`config.mk`:
```
export PLATFORM = sky130hd
export DESIGN_NAME = updown_counter_param_flat
export DESIGN_NICKNAME = d
export VERILOG_FILES = /design/src/rtl/updown_counter_param_if.sv /design/src/rtl/updown_counter_param.sv /design/src/flat_wrapper.sv
export SDC_FILE = /design/constraint.sdc
export NUM_CORES = 1
export LEC_CHECK = 0
export CAP_MARGIN = 20
export CORE_UTILIZATION = 50
export CTS_BUF_LIST = sky130_fd_sc_hd__clkbuf_2
export CTS_CLUSTER_DIAMETER = 40
export DETAILED_ROUTE_END_ITERATION = 6
export GPL_ROUTABILITY_DRIVEN = 0
export GPL_TIMING_DRIVEN = 0
export PLACE_DENSITY = 0.77
export SLEW_MARGIN = 5
export SYNTH_ARGS = -nofsm -noshare
export SYNTH_HDL_FRONTEND = slang
export SYNTH_SLANG_ARGS = --single-unit
```
`constraint.sdc`:
```
create_clock -name clk -period 3.35 [get_ports clk]
set_input_delay 0.67 -clock clk [delete_from_list [all_inputs] [get_ports clk]]
set_output_delay 0.67 -clock clk [all_outputs]
set_load 0.01 [all_outputs]
```
`src/rtl/updown_counter_param_if.sv`:
```
// Control, limit and status bundle for updown_counter_param.
// The counter sits on the slave side; the master drives the controls and observes the status.
interface updown_counter_param_if #(
  parameter int WIDTH  = 8,
  parameter int STEP_W = 4
);
  logic              en;
  logic              load;
  logic              updown;
  logic [STEP_W-1:0] step;
  logic [WIDTH-1:0]  data;
  logic [WIDTH-1:0]  lo_lim;
  logic [WIDTH-1:0]  hi_lim;
  logic              sat_mode;
  logic [WIDTH-1:0]  count;
  logic              at_max;
  logic              at_min;
  logic              ovf;
  logic              unf;
  logic              cfg_err;

  modport master (
    output en, load, updown, step, data, lo_lim, hi_lim, sat_mode,
    input  count, at_max, at_min, ovf, unf, cfg_err
  );

  modport slave (
    input  en, load, updown, step, data, lo_lim, hi_lim, sat_mode,
    output count, at_max, at_min, ovf, unf, cfg_err
  );
endinterface

```
`src/rtl/updown_counter_param.sv`:
```
// Up/down counter with variable step, runtime inclusive limits, wrap or saturate at the
// limits, and registered one-cycle overflow/underflow pulses.
module updown_counter_param #(
  parameter int WIDTH  = 8,
  parameter int STEP_W = 4
) (
  input logic                  clk,
  input logic                  rst,
  updown_counter_param_if.slave bus
);
  logic [WIDTH-1:0] count_r;
  logic             ovf_r;
  logic             unf_r;

  logic             cfg_err_s;
  logic [WIDTH:0]   step_ext_s;
  logic [WIDTH:0]   lo_ext_s;
  logic [WIDTH:0]   hi_ext_s;
  logic [WIDTH:0]   sum_s;
  logic [WIDTH:0]   diff_s;
  logic [WIDTH-1:0] clamp_s;
  logic [WIDTH-1:0] count_nxt_s;
  logic             ovf_nxt_s;
  logic             unf_nxt_s;

  assign cfg_err_s  = (bus.lo_lim > bus.hi_lim);
  assign step_ext_s = {{(WIDTH + 1 - STEP_W){1'b0}}, bus.step};
  assign lo_ext_s   = {1'b0, bus.lo_lim};
  assign hi_ext_s   = {1'b0, bus.hi_lim};
  // One extra bit keeps the carry and the borrow visible instead of wrapping silently.
  assign sum_s      = {1'b0, count_r} + step_ext_s;
  assign diff_s     = {1'b0, count_r} - step_ext_s;

  // Clamp the load value into the current limits.
  always_comb begin
    clamp_s = bus.data;
    if (bus.data < bus.lo_lim) begin
      clamp_s = bus.lo_lim;
    end else if (bus.data > bus.hi_lim) begin
      clamp_s = bus.hi_lim;
    end else begin
      clamp_s = bus.data;
    end
  end

  // Next count and event selection: load beats count, count beats hold.
  always_comb begin
    count_nxt_s = count_r;
    ovf_nxt_s   = 1'b0;
    unf_nxt_s   = 1'b0;
    if (bus.load) begin
      if (cfg_err_s) begin
        count_nxt_s = bus.data;
      end else begin
        count_nxt_s = clamp_s;
      end
    end else if (bus.en && !cfg_err_s && (bus.step != {STEP_W{1'b0}})) begin
      if (bus.updown) begin
        if (sum_s <= hi_ext_s) begin
          count_nxt_s = sum_s[WIDTH-1:0];
        end else begin
          ovf_nxt_s   = 1'b1;
          count_nxt_s = bus.sat_mode ? bus.hi_lim : bus.lo_lim;
        end
      end else begin
        // Signed compare: a borrow past zero is negative and therefore below any limit.
        if ($signed(diff_s) >= $signed(lo_ext_s)) begin
          count_nxt_s = diff_s[WIDTH-1:0];
        end else begin
          unf_nxt_s   = 1'b1;
          count_nxt_s = bus.sat_mode ? bus.lo_lim : bus.hi_lim;
        end
      end
    end else begin
      count_nxt_s = count_r;
    end
  end

  // Count and event registers.
  always_ff @(posedge clk or negedge rst) begin
    if (!rst) begin
      count_r <= {WIDTH{1'b0}};
      ovf_r   <= 1'b0;
      unf_r   <= 1'b0;
    end else begin
      count_r <= count_nxt_s;
      ovf_r   <= ovf_nxt_s;
      unf_r   <= unf_nxt_s;
    end
  end

  assign bus.count   = count_r;
  assign bus.ovf     = ovf_r;
  assign bus.unf     = unf_r;
  assign bus.cfg_err = cfg_err_s;
  assign bus.at_max  = (count_r == bus.hi_lim) && !cfg_err_s;
  assign bus.at_min  = (count_r == bus.lo_lim) && !cfg_err_s;
endmodule

```
`src/flat_wrapper.sv`:
```
// flat-port wrapper written by rule: the top's interface ports become plain ports
module updown_counter_param_flat 
#(
  parameter int WIDTH  = 8,
  parameter int STEP_W = 4
)
  (clk, rst, bus_en, bus_load, bus_updown, bus_step, bus_data, bus_lo_lim, bus_hi_lim, bus_sat_mode, bus_count, bus_at_max, bus_at_min, bus_ovf, bus_unf, bus_cfg_err);
  updown_counter_param_if #(.WIDTH(WIDTH), .STEP_W(STEP_W)) bus_i ();
  input logic clk;
  input logic rst;
  input wire logic [$bits(bus_i.en)-1:0] bus_en;
  input wire logic [$bits(bus_i.load)-1:0] bus_load;
  input wire logic [$bits(bus_i.updown)-1:0] bus_updown;
  input wire logic [$bits(bus_i.step)-1:0] bus_step;
  input wire logic [$bits(bus_i.data)-1:0] bus_data;
  input wire logic [$bits(bus_i.lo_lim)-1:0] bus_lo_lim;
  input wire logic [$bits(bus_i.hi_lim)-1:0] bus_hi_lim;
  input wire logic [$bits(bus_i.sat_mode)-1:0] bus_sat_mode;
  output wire logic [$bits(bus_i.count)-1:0] bus_count;
  output wire logic [$bits(bus_i.at_max)-1:0] bus_at_max;
  output wire logic [$bits(bus_i.at_min)-1:0] bus_at_min;
  output wire logic [$bits(bus_i.ovf)-1:0] bus_ovf;
  output wire logic [$bits(bus_i.unf)-1:0] bus_unf;
  output wire logic [$bits(bus_i.cfg_err)-1:0] bus_cfg_err;
  assign bus_i.en = bus_en;
  assign bus_i.load = bus_load;
  assign bus_i.updown = bus_updown;
  assign bus_i.step = bus_step;
  assign bus_i.data = bus_data;
  assign bus_i.lo_lim = bus_lo_lim;
  assign bus_i.hi_lim = bus_hi_lim;
  assign bus_i.sat_mode = bus_sat_mode;
  assign bus_count = bus_i.count;
  assign bus_at_max = bus_i.at_max;
  assign bus_at_min = bus_i.at_min;
  assign bus_ovf = bus_i.ovf;
  assign bus_unf = bus_i.unf;
  assign bus_cfg_err = bus_i.cfg_err;
  updown_counter_param #(.WIDTH(WIDTH), .STEP_W(STEP_W)) u_core (.clk(clk), .rst(rst), .bus(bus_i));
endmodule
```
=== Word level (Yosys, flattened, before mapping) ===
Index checks and enable logic that the tools add are counted.

* Bits in registers: 10
* Bits in latches: 0
* Bits in writable memories: 0
* Bits in read-only memories: 0
* Input bits: 34
* Output and inout bits: 13
* Memories: 0

* Add/subtract/negate cells: 2
* Multiply operators: 0
* Div/mod/pow operators: 0
* Order comparisons: 5
* Equality and inequality tests: 2
* Shift-type cells: 0
* Multiplexer cells: 18
* Bitwise gates (word level): 0
* Reductions and logical operators: 7

{| class="wikitable"
|+ Operator list
! cell !! number
|-
| two-way mux 8 bit || 10
|-
| equality test 8 bit || 2
|-
| > comparator 8 bit || 2
|-
| adder 8 x 4 -> 9 bit || 1
|-
| greater-or-equal comparator 9 bit || 1
|-
| <= comparator 9 x 8 -> 1 bit || 1
|-
| subtractor 8 x 4 -> 9 bit || 1
|-
| < comparator 8 bit || 1
|-
| two-way mux 1 bit || 8
|-
| logical AND 1 bit || 4
|-
| nonzero test 4 bit || 1
|-
| nonzero test 2 bit || 1
|-
| zero test 1 bit || 1
|}

=== Logic depth before layout (Yosys ltp) ===
Gate-level depths: netlist of run 1.

* Word-level depth: 6
* Gate-level depth with buffers: 17
* Mapped depth without buffers: 16

=== Least setup slack after synthesis of run 1 ===
OpenSTA, ideal clock, no wires.

* Path type: in2reg
* Start point: input port bus_step[0]
* End point: register u_core.count_r[5] (netlist: u_core.bus.count[5])
* Library setup time: 0.126 ns
* Arrival: 3.580 ns
* Slack: -0.356 ns
* Stages: 15
* Path buffers: 1
* Path through: ha_1 > inv_1 > fa_1 > o21ba_2 > o31ai_1 > xnor2_1 > ha_1 > a21o_1 > a211oi_1 > a211oi_2 > a31oi_4 > buf_6 > mux2i_1 > mux2i_1 > a221o_1

* Word-level cells in the longest chain between the ends: 6

{| class="wikitable"
|+ Ends and longest elaborated chain
! what !! line !! RTL
|-
| start: declaration || flat_wrapper.sv:14 || <nowiki>input wire logic [$bits(bus_i.step)-1:0] bus_step;</nowiki>
|-
| subtractor 8 x 4 -> 9 bit or adder 8 x 4 -> 9 bit (tied branches) || updown_counter_param.sv:32, updown_counter_param.sv:31 ||
|-
| greater-or-equal comparator 9 bit or <= comparator 9 x 8 -> 1 bit (tied branches) || updown_counter_param.sv:67, updown_counter_param.sv:59 ||
|-
| two-way mux 8 bit, on equally long branches || updown_counter_param.sv:67, updown_counter_param.sv:59 ||
|-
| two-way mux 8 bit || updown_counter_param.sv:58 || <nowiki>if (bus.updown) begin</nowiki>
|-
| two-way mux 8 bit || updown_counter_param.sv:57 || <nowiki>end else if (bus.en && !cfg_err_s && (bus.step != {STEP_W{1'b0}})) begin</nowiki>
|-
| two-way mux 8 bit || updown_counter_param.sv:51 || <nowiki>if (bus.load) begin</nowiki>
|-
| end signal: assignment || updown_counter_param.sv:82 || <nowiki>count_r <= {WIDTH{1'b0}};</nowiki>
|-
| end signal: assignment || updown_counter_param.sv:86 || <nowiki>count_r <= count_nxt_s;</nowiki>
|-
| end: declaration || updown_counter_param.sv:11 || <nowiki>logic [WIDTH-1:0] count_r;</nowiki>
|}

Parallel ways exist; a longest one is shown, timed or not. The select of a mux whose other input is x is not followed.
A chain may end at the register's enable or synchronous reset.

=== Final worst setup path of run 1 ===
Ends and elaborated chain as after synthesis.

==> reports/results.tsv, run 1 <==
stage	metric	value	unit
final_layout	nets@finish	488	
floorplanning	Starting Density	53.4	%
setup_path	type of origin of the critical path	primary input	
logic_synthesis	synth unique cells	59	
outcome	failing checks	design-rule violations, negative setup slack	
setup_path	CP Max Fanout	5	
clock_network	Clk Latency, worst-skew pair	0.28	ns
global_route	largest net degree at the start of global routing	11	
clock_network	H-Tree Depth	1	
place	PortBufs	43	
setup_path	Req. time, crit path	3.52	ns
outcome	status	finished with violations	
setup_path	worst path arrival time	3.78	ns
clock_network	CTS sink count	10	
logic_synthesis	post-synth top area cell	ha_1	
place	DP Worst Slack	-1.17	ns
detailed_routing	vias after detailed routing	3049	
floorplanning	num rows	25	
place	dpl cells	436	
logic_synthesis	sequential element share of the synthesized area	9.66	%
setup_path	CP max stage cell	fa_2	
setup_path	Crit path buffers/inverters	3	
logic_synthesis	synthesized net count	409	
logic_synthesis	cell count after synthesis	326	
detailed_routing	met3 routed WL	911	um
logic_synthesis	Avg Cell Area, Syn	7.94	um2
power	Peak VDD IR	0.487	mV
logic_synthesis	Yosys top cell area share	22.7	%
detailed_routing	first-pass iteration count of the detailed router	7	
sta	clk_skew	0.0207	ns
final_layout	share of cells above drive strength 1	27.0	%
sta	post-route setup slack	-0.256	ns
floorplanning	Die W	74.0	um
worst_hold_path	worst hold-check path type	in2async	
logic_synthesis	Synth Cell Area	2590	um2
place	hpwl dp	6.54	mm
floorplanning	Die Area	5470	um2
sta	fin crit share	108	%
global_route	first-pass GRT wire length	13.7	mm
final_layout	Filler Cell Count	348	
sta	fin crit period	3.61	ns
sta	RSZ-0062 raised after global routing	true	
power	pwr/cell area	754	nW/um2
sta	Tightest Pin Transition	0.590	ns
detailed_routing	Routed WL per cell	19.7	um
floorplanning	Die Ht	74.0	um
setup_path	Worst path top cell family by delay	compound AO/OA/AOI/OAI gates	
detailed_routing	number of routed nets with antenna violations	0	
clock_network	CTS root buffer	clkbuf_2	
final_layout	Finished Layout Cells	471	
logic_synthesis	main flop type after synthesis	dfrtp_1	
setup_path	slowest stage delay, CP	0.36	ns
sta	f_max	277	MHz
final_layout	Ant. Diodes	0	
power	Leak	0.00164	uW
final_layout	Layout area overhead	42.8	%
logic_synthesis	number of flops mapped to enable cells by yosys	0	
global_route	initial antenna violation count	0	
sta	final setup vio count	8	
detailed_routing	Avg Vias per Cell	6.47	
floorplanning	Ports	47	
setup_path	critical path type	in2reg	
detailed_routing	WL met1	3.73	mm
sta	TNS Setup	-1.57	ns
logic_synthesis	Yosys warning total	0	
global_route	total global routing track utilization	33.5	%
sta	Fin. Hold Viols	0	
clock_network	CTS clk-pin slew, worst paths	0.13	ns
logic_synthesis	ys async rst share	100	%
detailed_routing	Residual DRC	2	
logic_synthesis	top area cells in the synthesized netlist	ha_1 (23%), dfrtp_1 (9.7%), xnor2_1 (7.8%), mux2i_1 (7.7%), inv_1 (4.6%)	
sta	max-slew violations	0	
logic_synthesis	Synth Register Bits	10	
detailed_routing	Highest Signal Layer	met4	
setup_path	crit-path cells	buf_8 > ha_4 > inv_2 > fa_2 > o21ba_4 > o31ai_4 > xnor2_2 > ha_1 > a21o_1 > a211oi_4 > a211oi_4 > a31oi_4 > buf_6 > mux2i_1 > mux2i_1 > a221o_1	
global_route	grt total ovfl	0	
floorplanning	core area	4850	um2
global_route	vias in the first global route	2743	
clock_network	CTS tree	done	
detailed_routing	wirelength, routed	9.29	mm
sta	relative slew slack	60.6	%
job	number of max-cap violations	0	
detailed_routing	Initial DRC Count	324	
clock_network	clock tree buffer depth	2	
setup_path	Worst Setup End Kind	register	
detailed_routing	metal2 WL	4.24	mm
clock_network	CTS buffer count	3	
registers in the layout, summed over array words and instances, names as in the netlist:
name	cells
u_core.bus.count	8
u_core.bus.ovf	1
u_core.bus.unf	1
power by group:
| part | internal (uW) | switching (uW) |
|---|---|---|
| clock | 25.9 | 47.7 |
| sequential | 159 | 53.5 |
| combinational | 1270 | 1230 |
cells in the final DEF (no fill, tap or decap), types with 5 or more instances in the layout:
master	instances
a211o_1	5
a21oi_1	15
a221o_1	5
buf_2	5
buf_4	27
buf_6	6
clkbuf_1	6
clkbuf_2	5
clkdlybuf4s50_1	20
dfrtp_1	8
dlygate4sd2_1	10
ha_1	41
ha_4	5
inv_1	24
inv_2	7
mux2i_1	20
nand2_1	18
nand4_1	8
nor2_1	21
nor3_1	7
o21ai_0	13
xnor2_1	19
worst register-to-register path, stage by stage (launching register included):
cell,delay (ns)
dfrtp_2,0.42
ha_4,0.14
inv_2,0.03
fa_2,0.36
o21ba_4,0.23
o31ai_4,0.21
xnor2_2,0.12
ha_1,0.32
a21o_1,0.24
a211oi_4,0.27
a211oi_4,0.08
a31oi_4,0.21
buf_6,0.16
mux2i_1,0.21
mux2i_1,0.10
a221o_1,0.36
per-stage QoR:
stage | hold WS [ns] | total power [uW] | cell area [um2] | util (%)
after floorplan | 0.374 | 1450 | 2680 | -
after detailed placement | 0.719 | 1870 | 3190 | 65.8
after global placement | 0.714 | 1840 | 3190 | 65.8
final | 0.722 | 2790 | 3700 | 76.3
after global routing | 0.739 | 2930 | 3700 | 76.3
after CTS | 0.733 | 2410 | 3520 | 72.7
repair_timing:
action | 4_1_cts | 5_1_grt
setup buffers | 20 | 12
pin swaps | 34 | 24
hold buffers | 0 | 0
cloned | 1 | 0
setup endpoints to repair | 13 | 11
gates resized for setup | 81 | 32
metal layers:
| metal | vias up | GRT usage [%] |
|---|---|---|
| li1 | 1360 | - |
| met1 | 1396 | 44.2 |
| met5 | - | 0 |
| met2 | 239 | 55.9 |
| met3 | 54 | 4.61 |
| met4 | 0 | 11.5 |
worst paths after layout:
path                                      from  slack (ns)                   to  cells after the start
max                                bus_step[0]       -0.26  u_core.bus.count[5]                     16
min                                        rst        0.72  u_core.bus.count[5]                      1
max reg2reg                u_core.bus.count[0]       -0.20  u_core.bus.count[5]                     15
min reg2reg                u_core.bus.count[0]        0.74  u_core.bus.count[0]                      2
max in group asynchronous                  rst        2.22  u_core.bus.count[1]                      1
min in group clk           u_core.bus.count[0]        0.74  u_core.bus.count[0]                      2
layout make-up:
type	instances	area (um2)	share of cell area, %
timing repair buffer	76	693	18.7
clock inverter	1	3.75	0.102
buffer	11	55.1	1.49
tap	67	83.8	2.27
multi-input combinational	270	2460	66.6
clock buffer	3	15.0	0.406
sequential	10	253	6.84
inverter	33	131	3.55
synthesized netlist by cell type (3+ instances only):
cell       instances
ha_1              47
inv_1             32
nor2_1            24
xnor2_1           23
a21oi_1           20
mux2i_1           20
nand2_1           18
o21ai_0           17
nor3_1            11
dfrtp_1           10
nand4_1            8
clkbuf_1           6
a211o_1            5
a221o_1            5
nor4_1             5
buf_2              4
nand2b_1           4
nor2b_1            4
xor2_1             4
a2111oi_0          3
a211oi_1           3
and3_1             3
o22ai_1            3
cells by family after synthesis:
group	after synthesis	synth area share, %
multiplexers	22	8.74
buffers and inverters	46	7.20
AO/OA/AOI/OAI	87	24.6
AND/OR/NAND/NOR	85	16.4
XOR/XNOR	27	9.13
flip-flops	10	9.66
adder cells (fa/ha/maj)	49	24.3
Power figures use the tool's default switching activity.
==> run 2: changes to the inputs <==
--- a/config.mk
+++ b/config.mk
@@ -9,6 +9,7 @@
 export CORE_UTILIZATION = 50
 export CTS_BUF_LIST = sky130_fd_sc_hd__clkbuf_2
 export CTS_CLUSTER_DIAMETER = 40
+export CTS_CLUSTER_SIZE = 24
 export DETAILED_ROUTE_END_ITERATION = 6
 export GPL_ROUTABILITY_DRIVEN = 0
 export GPL_TIMING_DRIVEN = 0
==> results of run 2 <==
No change in the layout: final DEF, timing and power equal those of run 1.
